**config.mk**
```make
export PLATFORM = sky130hd
export DESIGN_NAME = bp_be_fe_queue_buffer
export DESIGN_NICKNAME = d
export VERILOG_FILES = /design/src/rtl/bp_be_fe_queue_buffer.sv
export SDC_FILE = /design/constraint.sdc
export NUM_CORES = 1
export LEC_CHECK = 0
export ABC_AREA = 1
export ABC_CLOCK_PERIOD_IN_PS = 7700
export BUFFER_PORTS_ARGS = -buffer_cell sky130_fd_sc_hd__clkbuf_2
export CORE_MARGIN = 8
export CORE_UTILIZATION = 50
export DETAILED_ROUTE_END_ITERATION = 12
export PLACE_DENSITY_LB_ADDON = 0.3
export SYNTH_ARGS = -nofsm -noshare
export SYNTH_HDL_FRONTEND = slang
export SYNTH_SLANG_ARGS = --single-unit
```
**constraint.sdc**
```tcl
create_clock -name clk_i -period 7.7 [get_ports clk_i]
set_input_delay 1.54 -clock clk_i [delete_from_list [all_inputs] [get_ports clk_i]]
set_output_delay 1.54 -clock clk_i [all_outputs]
set_load 0.01 [all_outputs]
```
**src/rtl/bp_be_fe_queue_buffer.sv**
```systemverilog
// Checkpointing FE->BE packet queue: entries are offered speculatively at rptr,
// retired at cptr, and can be replayed (roll) or flushed (clr) before retirement.
module bp_be_fe_queue_buffer
  #(parameter int bp_params_p = 0  // 0 selects e_bp_inv_cfg
    , parameter int els_p = 8
    , localparam int fe_queue_width_lp = (bp_params_p == 0) ? 72 : 120
    , localparam int ptr_width_lp = $clog2(els_p) + 1
    )
  (input  logic                         clk_i
   , input  logic                       reset_i

   , input  logic [fe_queue_width_lp-1:0] fe_queue_i
   , input  logic                       fe_queue_v_i
   , output logic                       fe_queue_ready_o

   , output logic [fe_queue_width_lp-1:0] fe_queue_o
   , output logic                       fe_queue_v_o
   , input  logic                       fe_queue_yumi_i

   , input  logic                       deq_v_i
   , input  logic                       roll_v_i
   , input  logic                       clr_v_i
   );

  localparam int idx_width_lp = ptr_width_lp - 1;

  logic [ptr_width_lp-1:0] wptr_reg, wptr_next;
  logic [ptr_width_lp-1:0] rptr_reg, rptr_next;
  logic [ptr_width_lp-1:0] cptr_reg, cptr_next;
  logic [ptr_width_lp-1:0] cptr_deq;
  logic [ptr_width_lp-1:0] occupancy;
  logic                    full;
  logic                    enq;

  logic [fe_queue_width_lp-1:0] mem_reg [els_p];

  // The wrap bit makes occupancy == els_p distinguishable from empty.
  assign occupancy        = wptr_reg - cptr_reg;
  assign full             = (occupancy == ptr_width_lp'(els_p));
  assign fe_queue_ready_o = ~full & ~reset_i;
  assign enq              = fe_queue_v_i & fe_queue_ready_o;

  assign fe_queue_v_o = (wptr_reg != rptr_reg);
  assign fe_queue_o   = mem_reg[rptr_reg[idx_width_lp-1:0]];

  assign cptr_deq = deq_v_i ? cptr_reg + 1'b1 : cptr_reg;

  always_comb begin
    wptr_next = wptr_reg;
    rptr_next = rptr_reg;
    cptr_next = cptr_deq;
    if (clr_v_i) begin
      wptr_next = '0;
      rptr_next = '0;
      cptr_next = '0;
    end else begin
      if (enq)
        wptr_next = wptr_reg + 1'b1;
      // Roll rewinds to the post-commit pointer so a same-cycle deq is honoured.
      if (roll_v_i)
        rptr_next = cptr_deq;
      else if (fe_queue_yumi_i)
        rptr_next = rptr_reg + 1'b1;
    end
  end

  always_ff @(posedge clk_i) begin
    if (reset_i) begin
      wptr_reg <= '0;
      rptr_reg <= '0;
      cptr_reg <= '0;
    end else begin
      wptr_reg <= wptr_next;
      rptr_reg <= rptr_next;
      cptr_reg <= cptr_next;
    end
  end

  genvar gi;
  generate
    for (gi = 0; gi < els_p; gi++) begin : g_entry
      always_ff @(posedge clk_i) begin
        if (enq & ~clr_v_i & (wptr_reg[idx_width_lp-1:0] == idx_width_lp'(gi)))
          mem_reg[gi] <= fe_queue_i;
      end
    end
  endgenerate

  a_yumi_legal: assert property (@(posedge clk_i) disable iff (reset_i)
    fe_queue_yumi_i |-> fe_queue_v_o);
  a_deq_legal: assert property (@(posedge clk_i) disable iff (reset_i)
    deq_v_i |-> (cptr_reg != rptr_reg));

endmodule

```
==> impl_metrics.toml <==
[critical_path]
cp_slowest_stage_delay_ps = 760
path_cells = "inv_8 > buf_4 > nor2_1 > o32ai_1 > nand2_1 > nand2_1 > clkbuf_2"
cp_top_family = "buffers and inverters"
worst-path-buf-inv = 3
critical_path.startpoint_type = "register"
worstPathRequired_ps = 6160
arrival_ps = 3640
end_kind = "primary output"
critPathMaxFanout = 177
crit_top_cell = "nand2_1"
critPathKind = "register to primary output"
slowest_stage = "inv_8"

[synth]
syn_avg_cell_area_um2 = 13.2
synth_common_cells = "edfxtp_1, nor2_1, nand2_1, o21ai_0, o32ai_1"
synth_top_area_share_pct = 74.0
synth_cell_types = 29
ys_seq_area_share_pct = 75.3
syn-cell-area_mm2 = 0.0234
synthTopCellsByArea = "edfxtp_1, nor2_1, o32ai_1"
synth_ff_type = "edfxtp_1"
syn_nets = 1859
ys_seq_elements = 591
ys_async_sr_fraction_pct = 0
syn_inst = 1769
yosysTopAreaCell = "edfxtp_1"
yosysWarnings = 0
synth_edf_count = 576
synth.most_common_cell = "edfxtp_1"

[worst_hold_path]
hold_path_class = "register to register"

[final_layout]
largest_reg_flops = 576
final_nets = 1975
area_growth_pct = 12.4
drive_gt1_share_pct = 13.7

[floorplan]
die_x_um = 232
ios = 153
start_util_pct = 50.4
chipHeight_um = 232
die_area_mm2 = 0.0539
fp-row-count = 79
core_area_mm2 = 0.0464

[timing]
fin_worst_skew_ps = 11.0
max_slew_margin_pct = 19.6
hold_ws_ps = 552
fin_setup_tns_ps = 0
drv_slew = 0
fmax_ghz = 0.193
hold_viol = 0
tightestPinTransition_ps = 1210
finalSetupViolCount = 0
fin_crit_ps = 5180
rsz0062_at_grt = "false"
fin_crit_sh_pct = 67.3

[placed_design]
gp_congestion = 0.755
dpl.hpwl_mm = 27.3
portBuffers = 152

[route]
ant_nets = 0
route.detailed.drc = 0
drt_iter0_markers = 1236
vias_per_cell = 5.62
first_pass_iters = 7
dr_total_vias = 14260
finalWirelength_mm = 51.9
wire_per_inst_um = 20.5

[clocking]
root_buffer = "clkbuf_16"
ctsHoldBuffers = 0
clock-sinks = 591
postCtsResizedCells = 0
cts_max_path_buffers = 3
clk_pin_slew_ps = 60
cts_buffers = 58
cts_setup_buffers = 0
h-tree-depth = 2
clk_latency_ps = 600
cts_tree = "built"

[grt]
antenna_found_initial = 3
track_usage_pct = 18.8
grt_pass1_vias = 14157
overflow = 0
grt_max_degree = 183
grt_pass1_wl_mm = 79.8

[pwr]
leakage_nw = 9.05
ir_drop_uv = 218
power.density_mw_per_mm2 = 253

[status]
status = "finished clean"

[run]
drv_cap = 0
[layer usage]
layer | share of wire (%) | GRT usage [%] | vias up
li1 | - | - | 6671
met1 | 44 | 25.1 | 7128
met2 | 47 | 30.5 | 367
met3 | 5.8 | 4.24 | 92
met4 | 3.0 | 6.18 | 2
met5 | 0.019 | 0 | -
[cell families (layout without fill, tap and decap cells)]
group | after synthesis | in the layout | share of synthesized area (%)
compound gates | 299 | 299 | 8.76
xor+xnor | 8 | 8 | 0.300
fa+ha+maj | 11 | 11 | 0.589
buf+inv | 141 | 301 | 3.29
flops | 591 | 591 | 75.3
other cells | 0 | 2 | 0
simple gates | 719 | 719 | 11.7
[power by group]
part           switching (W)  internal [W]
logic               0.000242      0.000117
registers          0.0000205       0.00355
clock network        0.00114       0.00158
total                0.00140       0.00525
[stage by stage]
stage                     utilization (%)  power (W)  instance area [µm²]  std cells  setup WS, ps
after floorplan                         -    0.00386                23400       1769          2180
after global placement               52.7    0.00399                24400       2432          3270
after detailed placement             52.7    0.00400                24400       2432          3210
after CTS                            56.6    0.00670                26300       2536          2570
after global routing                 56.6    0.00686                26300       2537          2300
final                                56.6    0.00665                26300       2538          2520
[worst min-delay path, stage by stage, from the launching register on]
cell and delay (ps):
dfxtp_1 340, nand2_1 80, a31oi_1 70
[cell usage in the layout, fill, tap and decap left out, drive strengths merged]
master    n
clkbuf  230
edfxtp  576
diode     2
a31o      1
nor4      1
ha       11
nand3     6
nand4     6
clkinv   20
a211oi    1
o21ai   146
a21oi     5
or2       1
o31ai     1
inv      32
nor2    454
nand2   249
bufinv    4
dfxtp    15
nor3      2
xor2      4
buf      15
a31oi     1
xnor2     4
o32ai   144
[cell type report]
class / instances / area (µm²)
antenna: 2 / 5.00
clock buffer: 78 / 1600
clock inverter: 26 / 228
fill: 3656 / 20100
inverter: 30 / 120
multi-input combinational: 1037 / 5060
sequential: 591 / 17600
tap: 607 / 759
timing repair buffer: 167 / 886
[path summary, 6_finish.rpt]
kind | start | endpoint | slack [ps] | cells past startpoint
worst max-delay path | register | fe_queue_o[69] | 2520 | 7
worst min-delay path | rptr_reg[3]$_SDFFE_PP0N_ | rptr_reg[3]$_SDFFE_PP0N_ | 550 | 2
worst max register to register | wptr_reg[2]$_SDFFE_PP0P_ | mem_reg[2][26]$_DFFE_PP_ | 3780 | 10
worst min register to register | rptr_reg[3]$_SDFFE_PP0N_ | rptr_reg[3]$_SDFFE_PP0N_ | 550 | 2
Note: power is estimated with default switching activity, not from simulation.
